==> src/rtl/cpu_run_monitor.sv <==
// cpu_run_monitor: holds the CPU in reset, releases it for a programmed run and
// compares the observed memory address against a preloaded expected trace.
// Outcome is reported through done/pass/fail_idx/cycle_count.
// Optional feature macro: CPU_MON_CAPTURE_EN adds a capture RAM that records
// the observed address of every RUN cycle, readable through cap_rd_idx/cap_rd_data.
//
// Strobe semantics: start and exp_wr_en are single-cycle, fire-and-forget
// strobes with no ready/acknowledge. A start is taken only in IDLE or DONE; an
// expected-RAM write is taken only in IDLE or DONE with an index below
// TRACE_DEPTH. Anything offered at other times is dropped silently, and rst
// overrides both in the same cycle.
module cpu_run_monitor #(
  parameter int ADDR_W      = 8,
  parameter int TRACE_DEPTH = 16,
  parameter int RST_CYCLES  = 1,
  localparam int IDX_W      = $clog2(TRACE_DEPTH),
  localparam int LEN_W      = $clog2(TRACE_DEPTH + 1)
) (
  input  logic              clk,
  input  logic              rst,
  input  logic              start,
  input  logic [LEN_W-1:0]  exp_len,
  input  logic              exp_wr_en,
  input  logic [IDX_W-1:0]  exp_wr_idx,
  input  logic [ADDR_W-1:0] exp_wr_addr,
  input  logic [ADDR_W-1:0] mem_addr,
  output logic              cpu_rst,
  output logic              busy,
  output logic              done,
  output logic              pass,
  output logic [IDX_W-1:0]  fail_idx,
  output logic [LEN_W-1:0]  cycle_count,
  input  logic [IDX_W-1:0]  cap_rd_idx,
  output logic [ADDR_W-1:0] cap_rd_data
);

  localparam int RC_W = (RST_CYCLES > 1) ? $clog2(RST_CYCLES) : 1;

  // State is kept in a named enum so checkers can bind to state_q directly.
  typedef enum logic [1:0] {S_IDLE, S_RESET, S_RUN, S_DONE} state_e;

  state_e            state_q, state_d;
  logic [RC_W-1:0]   rc_q, rc_d;
  logic [LEN_W-1:0]  len_q, len_d;
  logic              cpu_rst_q, cpu_rst_d;
  logic              busy_q, busy_d;
  logic              done_q, done_d;
  logic              pass_q, pass_d;
  logic [IDX_W-1:0]  fail_idx_q, fail_idx_d;
  logic [LEN_W-1:0]  cycle_count_q, cycle_count_d;

  logic [ADDR_W-1:0] exp_mem [TRACE_DEPTH];

  logic [IDX_W-1:0]  run_idx;
  logic [LEN_W-1:0]  len_clamped;
  logic              run_match;
  logic              run_last;
  logic              rc_last;
  logic              accepting;
  logic              wr_ok;

  // The number of cycles already compared is also the index of the entry
  // compared in the current RUN cycle.
  assign run_idx     = cycle_count_q[IDX_W-1:0];
  assign run_match   = (mem_addr == exp_mem[run_idx]);
  assign run_last    = ((cycle_count_q + LEN_W'(1)) == len_q);
  assign rc_last     = (rc_q == RC_W'(RST_CYCLES - 1));
  assign len_clamped = (exp_len > LEN_W'(TRACE_DEPTH)) ? LEN_W'(TRACE_DEPTH) : exp_len;
  assign accepting   = (state_q == S_IDLE) || (state_q == S_DONE);
  assign wr_ok       = exp_wr_en && !rst && accepting && (int'(exp_wr_idx) < TRACE_DEPTH);

  // State register plus registered outputs, synchronous active-high reset.
  always_ff @(posedge clk) begin
    if (rst) begin
      state_q       <= S_IDLE;
      rc_q          <= '0;
      len_q         <= '0;
      cpu_rst_q     <= 1'b1;
      busy_q        <= 1'b0;
      done_q        <= 1'b0;
      pass_q        <= 1'b0;
      fail_idx_q    <= '0;
      cycle_count_q <= '0;
    end else begin
      state_q       <= state_d;
      rc_q          <= rc_d;
      len_q         <= len_d;
      cpu_rst_q     <= cpu_rst_d;
      busy_q        <= busy_d;
      done_q        <= done_d;
      pass_q        <= pass_d;
      fail_idx_q    <= fail_idx_d;
      cycle_count_q <= cycle_count_d;
    end
  end

  // Next-state logic: a zero-length run skips RUN entirely.
  always_comb begin
    state_d = state_q;
    unique case (state_q)
      S_IDLE, S_DONE: if (start) state_d = S_RESET;
      S_RESET:        if (rc_last) state_d = (len_q == '0) ? S_DONE : S_RUN;
      S_RUN:          if (!run_match || run_last) state_d = S_DONE;
      default:        state_d = S_IDLE;
    endcase
  end

  // Output/datapath next values; result fields change on the edge done rises.
  always_comb begin
    rc_d          = rc_q;
    len_d         = len_q;
    done_d        = done_q;
    pass_d        = pass_q;
    fail_idx_d    = fail_idx_q;
    cycle_count_d = cycle_count_q;
    unique case (state_q)
      S_IDLE, S_DONE: begin
        if (start) begin
          rc_d          = '0;
          len_d         = len_clamped;
          done_d        = 1'b0;
          pass_d        = 1'b0;
          fail_idx_d    = '0;
          cycle_count_d = '0;
        end
      end
      S_RESET: begin
        rc_d = rc_q + RC_W'(1);
        if (rc_last && (len_q == '0)) begin
          done_d = 1'b1;
          pass_d = 1'b1;
        end
      end
      S_RUN: begin
        cycle_count_d = cycle_count_q + LEN_W'(1);
        if (!run_match) begin
          done_d     = 1'b1;
          pass_d     = 1'b0;
          fail_idx_d = run_idx;
        end else if (run_last) begin
          done_d = 1'b1;
          pass_d = 1'b1;
        end
      end
      default: ;
    endcase
    cpu_rst_d = (state_d != S_RUN);
    busy_d    = (state_d == S_RESET) || (state_d == S_RUN);
  end

  // Expected-trace RAM; deliberately not cleared by rst.
  always_ff @(posedge clk) begin
    if (wr_ok) exp_mem[exp_wr_idx] <= exp_wr_addr;
  end

`ifdef CPU_MON_CAPTURE_EN
  logic [ADDR_W-1:0] cap_mem [TRACE_DEPTH];

  // Capture every RUN cycle's address, including a mismatching one.
  always_ff @(posedge clk) begin
    if (!rst && (state_q == S_RUN)) cap_mem[run_idx] <= mem_addr;
  end

  assign cap_rd_data = (int'(cap_rd_idx) < TRACE_DEPTH) ? cap_mem[cap_rd_idx] : '0;
`else
  logic unused_cap_rd_idx;
  assign unused_cap_rd_idx = ^cap_rd_idx;
  assign cap_rd_data       = '0;
`endif

  assign cpu_rst     = cpu_rst_q;
  assign busy        = busy_q;
  assign done        = done_q;
  assign pass        = pass_q;
  assign fail_idx    = fail_idx_q;
  assign cycle_count = cycle_count_q;

endmodule

==> config.mk <==
export PLATFORM = sky130hd
export DESIGN_NAME = cpu_run_monitor
export DESIGN_NICKNAME = d
export VERILOG_FILES = /design/src/rtl/cpu_run_monitor.sv
export SDC_FILE = /design/constraint.sdc
export NUM_CORES = 1
export LEC_CHECK = 0
export ABC_AREA = 1
export CAP_MARGIN = 15
export CORE_ASPECT_RATIO = 1.25
export CORE_UTILIZATION = 45
export CTS_CLUSTER_SIZE = 12
export DETAILED_ROUTE_END_ITERATION = 12
export HOLD_SLACK_MARGIN = 0.08
export PLACE_DENSITY_LB_ADDON = 0.1
export RECOVER_POWER = 50
export SLEW_MARGIN = 25
export SYNTH_ARGS = -nofsm -noshare
export SYNTH_HDL_FRONTEND = slang
export SYNTH_SLANG_ARGS = --single-unit
==> constraint.sdc <==
create_clock -name clk -period 2.4 [get_ports clk]
set_clock_uncertainty 0.15 [all_clocks]
set_input_delay 0.24 -clock clk [delete_from_list [all_inputs] [get_ports clk]]
set_output_delay 0.24 -clock clk [all_outputs]
set_load 0.1 [all_outputs]
# == Word-level counts from Yosys, hierarchy flattened ==
# Memory sizes are Yosys's and may differ from the RTL's. A register that Yosys moved wholly into a read port is not among the register bits.
# Cells that the tools add are included.
# totals
regBits,21
latch_bits,0
ramBits,128
mem_bits_ro,0
in_bits,33
output_inout_bits,21
wordCells,67
memories,1
# mem_list
memory,words,width,rd,rd_ports_with_merged_regs,wr,line_no,text
exp_mem,16,8,1,1,1,52,logic [ADDR_W-1:0] exp_mem [TRACE_DEPTH];
# op_classes
add_sub_neg,2
mul,0
div,0
order_cmp,1
eq_ne,12
shifts,0
n_mux,23
bitwise_logic,1
n_reduce_logical,18
# ops
operator,n
2-to-1 mux 4 bit,4
2-to-1 mux 5 bit,2
one-hot mux 5 bit (2 select lines),1
== test 8 bit,1
2-to-1 mux 1 bit,8
!= test 2 bit (second input constant),4
one-hot mux 4 bit (2 select lines),1
== test 2 bit (second input constant),3
2-to-1 mux 2 bit,3
one-hot mux 1 bit (3 select lines),2
one-hot mux 2 bit (3 select lines),1
AND reduction 2 bit,3
AND reduction 3 bit,2
adder 5 x 1 -> 5 bit (second input constant),1
== test 5 bit,1
> comparator 5 bit (second input constant),1
logical NOT 5 bit,1
== test 2 x 1 -> 1 bit (second input constant),2
nonzero test 2 bit,2
logical AND 1 bit,3
logical OR 1 bit,3
!= test 3 bit (second input constant),1
logical NOT 1 bit,2
logical NOT 2 bit,1
4 further kinds,4

# == Depth between registers and ports, before layout ==
# depth
word_depth,7
depth_mapped,20
mapped_depth_nobuf,18

# == Least setup slack after synthesis ==
# Ideal clock, no wire load.
# synth_timing
kind,register -> register
start,"register cycle_count_q[0], in the netlist cycle_count[0]"
end,"register busy_q, in the netlist busy"
setup_ps,66
t_arrival_ps,2657
required_ps,2184
setup_slack_ps,-474
stages_incl_launch_ff,12
n_path_buf,0
synth_period_minus_slack_ps,2874
cell_sequence,dfxtp_1 -> ha_1 -> nand3_1 -> xor2_1 -> or2_2 -> o2111ai_1 -> nand4_1 -> nand2_1 -> nand2_1 -> nand2_1 -> ha_1 -> nor2_1
# synth_via
elab_chain_len,7
elab_cells_between_ends,8
cone_classes,add/sub (1); eq/ne (3); mux (2); reduce/logical (2)
# synth_rtl
item,line_no,text
"start, declared",50,"logic [LEN_W-1:0] cycle_count_q, cycle_count_d;"
"start signal, assigned",93,cycle_count_q <= cycle_count_d;
adder 5 x 1 -> 5 bit *,66,assign run_last = ((cycle_count_q + LEN_W'(1)) == len_q);
== test 5 bit *,66,
logical OR 1 bit *,103,S_RUN: if (!run_match || run_last) state_d = S_DONE;
2-to-1 mux 2 bit *,103,
one-hot mux 2 bit (3 select lines) *,100,unique case (state_q)
== test 2 x 1 -> 1 bit or == test 2 bit (tied branches),148,busy_d = (state_d == S_RESET) || (state_d == S_RUN);
logical OR 1 bit *,148,
"end signal, assigned",89,busy_q <= busy_d;
"end, declared",46,"logic busy_q, busy_d;"
# Every way passes the cells marked *; elsewhere a longest branch is shown, timed or not.
# A chain may end at the register's enable or synchronous reset.

==> impl_metrics.json <==
{
  "hpwlAfterDp_um": 10460,
  "grt-ovfl-total": 0,
  "p_per_area_nw_per_um2": 876.7,
  "post_synth.cell_area_avg_um2": 9.698,
  "synth-warning-count": 0,
  "timing.slew.headroom_pct": 22.57,
  "clock_insertion_delay_worst_skew_ns": 0.42,
  "grt_usage_pct": 21.15,
  "cts.root.buffer_cell": "clkbuf_16",
  "worst_hold_path.num_cells": 3,
  "yosysTopAreaCell": "edfxtp_1",
  "most-common-layout-cells": "nand2_1, edfxtp_1, inv_1",
  "worst_slack_ns": 0.06565,
  "maximum_buffer_depth_of_the_clock_tree": 2,
  "grt_setup_unrepaired": "true",
  "final-hold-violation-count": 0,
  "htree_levels": 4,
  "worst_r2r_endpoint": "busy$_SDFF_PP0_",
  "period_needed_ns": 2.334,
  "core-area_um2": 14530,
  "area_occupied_by_multi_input_gates_um2": 2044,
  "drv_cap": 0,
  "endpoint_kind": "register",
  "design.portCount": 54,
  "vias": 4869,
  "total_leakage_power_nw": 3.520,
  "ff_latch_area_um2": 4358,
  "clk_transition_reported_paths_ns": 0.06,
  "filler_cells_inserted": 1216,
  "critical_path_class": "reg -> reg",
  "cp.required_ns": 2.61,
  "vias_in_the_first_global_route": 4696,
  "layout.cells.most_common": "nand2_1",
  "post_drt_via_cell_ratio": 5.004,
  "yosysSeqAreaShare_pct": 64.18,
  "setup_viol_count_final": 0,
  "final_nets": 819,
  "tritoncts": "built",
  "grt_max_degree": 32,
  "drive_above_1_share_pct": 15.72,
  "hold_start": "exp_len[1]",
  "drc_errors": 5,
  "synthesis.instances": 698,
  "end_of_flow_core_utilization_pct": 58.75,
  "irDropWorstVdd_mv": 0.7924,
  "netlist.area_leader.share_pct": 56.78,
  "final_antenna_net_count": 0,
  "startpoint_type": "register",
  "cts_inserted_buffers": 17,
  "failed_checks": "design-rule violations",
  "worst_min_path_class": "in -> reg",
  "detailedRoute.firstIterationViolations": 271,
  "chipHeight_um": 139.1,
  "post_syn_area_um2": 6769,
  "die_x_um": 111.7,
  "floorplan.initialDensity_pct": 46.59,
  "rr_worst_depth": 18,
  "tritoncts_num_sinks": 153,
  "die_area_um2": 15540,
  "finalPower_w": 0.007484,
  "areaGrowthSynthToFinish_pct": 26.12,
  "finalWirelength_um": 16500,
  "clock.fmax_mhz": 428.4,
  "placement.io_buffers": 41,
  "placement_rows": 49,
  "num_antenna_cells": 0,
  "worst-r2r-setup-slack_ns": 0.07,
  "antenna_found_initial": 0,
  "drt-pass1-iter-count": 8,
  "preCtsSetupSlack_ns": -0.03362,
  "worstMarginPinSlew_ns": 1.166,
  "pins_over_their_slew_limit": 0,
  "outcome": "finished, violations left",
  "post_drt_wl_per_cell_um": 16.96,
  "wire_length_of_the_first_global_routing_pass_um": 24230,
  "fin_crit_sh_pct": 97.26,
  "worst_hold_path.endpoint": "len_q[1]$_SDFFE_PP0P_",
  "worst_path_fanout_max": 8,
  "ys_ff_latch": 153,
  "synthDistinctLibCells": 28,
  "routabilityCongestion": 0.8782,
  "arrival_ns": 2.55,
  "yosys-top-cells-area": "edfxtp_1, nand2_1, dfxtp_1"
}
## registers in the layout (all words and copies together) (netlist names), named ones only
signal / cells
rc_q: 1
busy: 1
len_q: 5
done: 1
cpu_rst: 1
exp_mem: 128
state_q: 2
cycle_count: 5
fail_idx: 4
pass: 1
## area by class of cell
cell class              count  area share (%)
flip-flops and latches    153           51.05
well taps                 178           2.609
clock inverters            12           2.623
clock buffers              20           5.115
inverters                  82           3.752
repair buffers             92           10.90
multi-input cells         436           23.95
## routing by layer
metal / vias up / track usage [%] / routed length [um] / part of all wire [%]
li1: 2451 / - / - / -
met1: 2272 / 24.96 / 6924 / 42
met2: 127 / 36.48 / 8460 / 51
met3: 19 / 5.201 / 857 / 5.2
met4: 0 / 9.175 / 256 / 1.6
met5: - / 0 / 0 / 0
## Yosys cell counts
cell type	instances
edfxtp_1	128
xnor2_1	3
nor2_1	56
buf_4	13
xor2_1	2
nand2_2	1
a211oi_1	2
o21ai_0	12
conb_1	1
o211ai_1	5
buf_6	4
buf_2	14
o21ai_1	5
nand2_1	222
nand4_1	4
o41ai_1	1
inv_1	79
or2_2	1
clkbuf_1	3
inv_2	3
dfxtp_1	25
nand3b_1	3
a21oi_2	1
a21oi_1	17
nand3_1	86
ha_1	4
nor2_2	2
o2111ai_1	1
## worst max-delay path by stage
stage,from,to,slack [ns],depth (start not counted)
2_1_floorplan,cycle_count[4]$_SDFFE_PP0P_,busy$_SDFF_PP0_,0.03,9
3_3_place_gp,register,pass$_SDFFE_PP0P_,-0.01,16
3_5_place_dp,register,pass$_SDFFE_PP0P_,-0.03,17
4_1_cts,register,busy$_SDFF_PP0_,0.004,18
5_1_grt,register,busy$_SDFF_PP0_,-0.11,18
6_report,register,busy$_SDFF_PP0_,0.07,18
## critical path, stage by stage (launching register included)
cell,delay (ns)
dfxtp_4,0.43
buf_6,0.13
buf_12,0.12
nor2_2,0.04
nor2_1,0.08
o21ai_1,0.08
nand3_1,0.10
nand3_2,0.10
nand2_1,0.08
nand2_1,0.06
nand2_2,0.07
nand2_2,0.07
nor2_4,0.15
nand4_1,0.09
nand2_1,0.07
nand2_1,0.06
nand2_2,0.08
ha_1,0.22
nor2_1,0.08
## cells by family (layout without fill, tap and decap cells)
group | count (synthesis) | count (layout) | synth area share (%)
buffers and inverters | 116 | 206 | 7.856
adders and majority gates | 4 | 4 | 0.7394
AOI/OAI and AO/OA | 44 | 44 | 3.678
DFF | 153 | 153 | 64.18
and+or+nand+nor | 375 | 375 | 22.85
other | 1 | 8 | 0.05540
xor gates and xnor gates | 5 | 5 | 0.6471
## report_power, final
| group | total (W) | internal [W] | switching [W] |
|---|---|---|---|
| Sequential | 0.00305 | 0.00298 | 0.0000652 |
| Combinational | 0.00146 | 0.000475 | 0.000987 |
| Clock | 0.00297 | 0.00195 | 0.00102 |
## metrics by stage
stage / TNS (ns) / std cells / hold WS (ns) / cell area [um2]
finish: 0 / 973 / 0.2716 / 8537
global placement: -0.01175 / 927 / 0.3058 / 7523
global route: -0.5028 / 973 / 0.2783 / 8537
CTS: 0 / 959 / 0.2508 / 8200
floorplan: 0 / 705 / 0.1591 / 6805
detailed placement: -0.05093 / 927 / 0.3115 / 7523
## what timing repair did
action / in CTS / in global routing
resized for setup: 4 / 43
endpoints found under the setup margin: 3 / 8
buffers inserted: 0 / 5
endpoints found under the hold margin: 0 / 0
pin swaps: 0 / 11
cloned: 0 / 9
hold buffers: 0 / 0
Note: power is estimated with default switching activity, not from simulation.
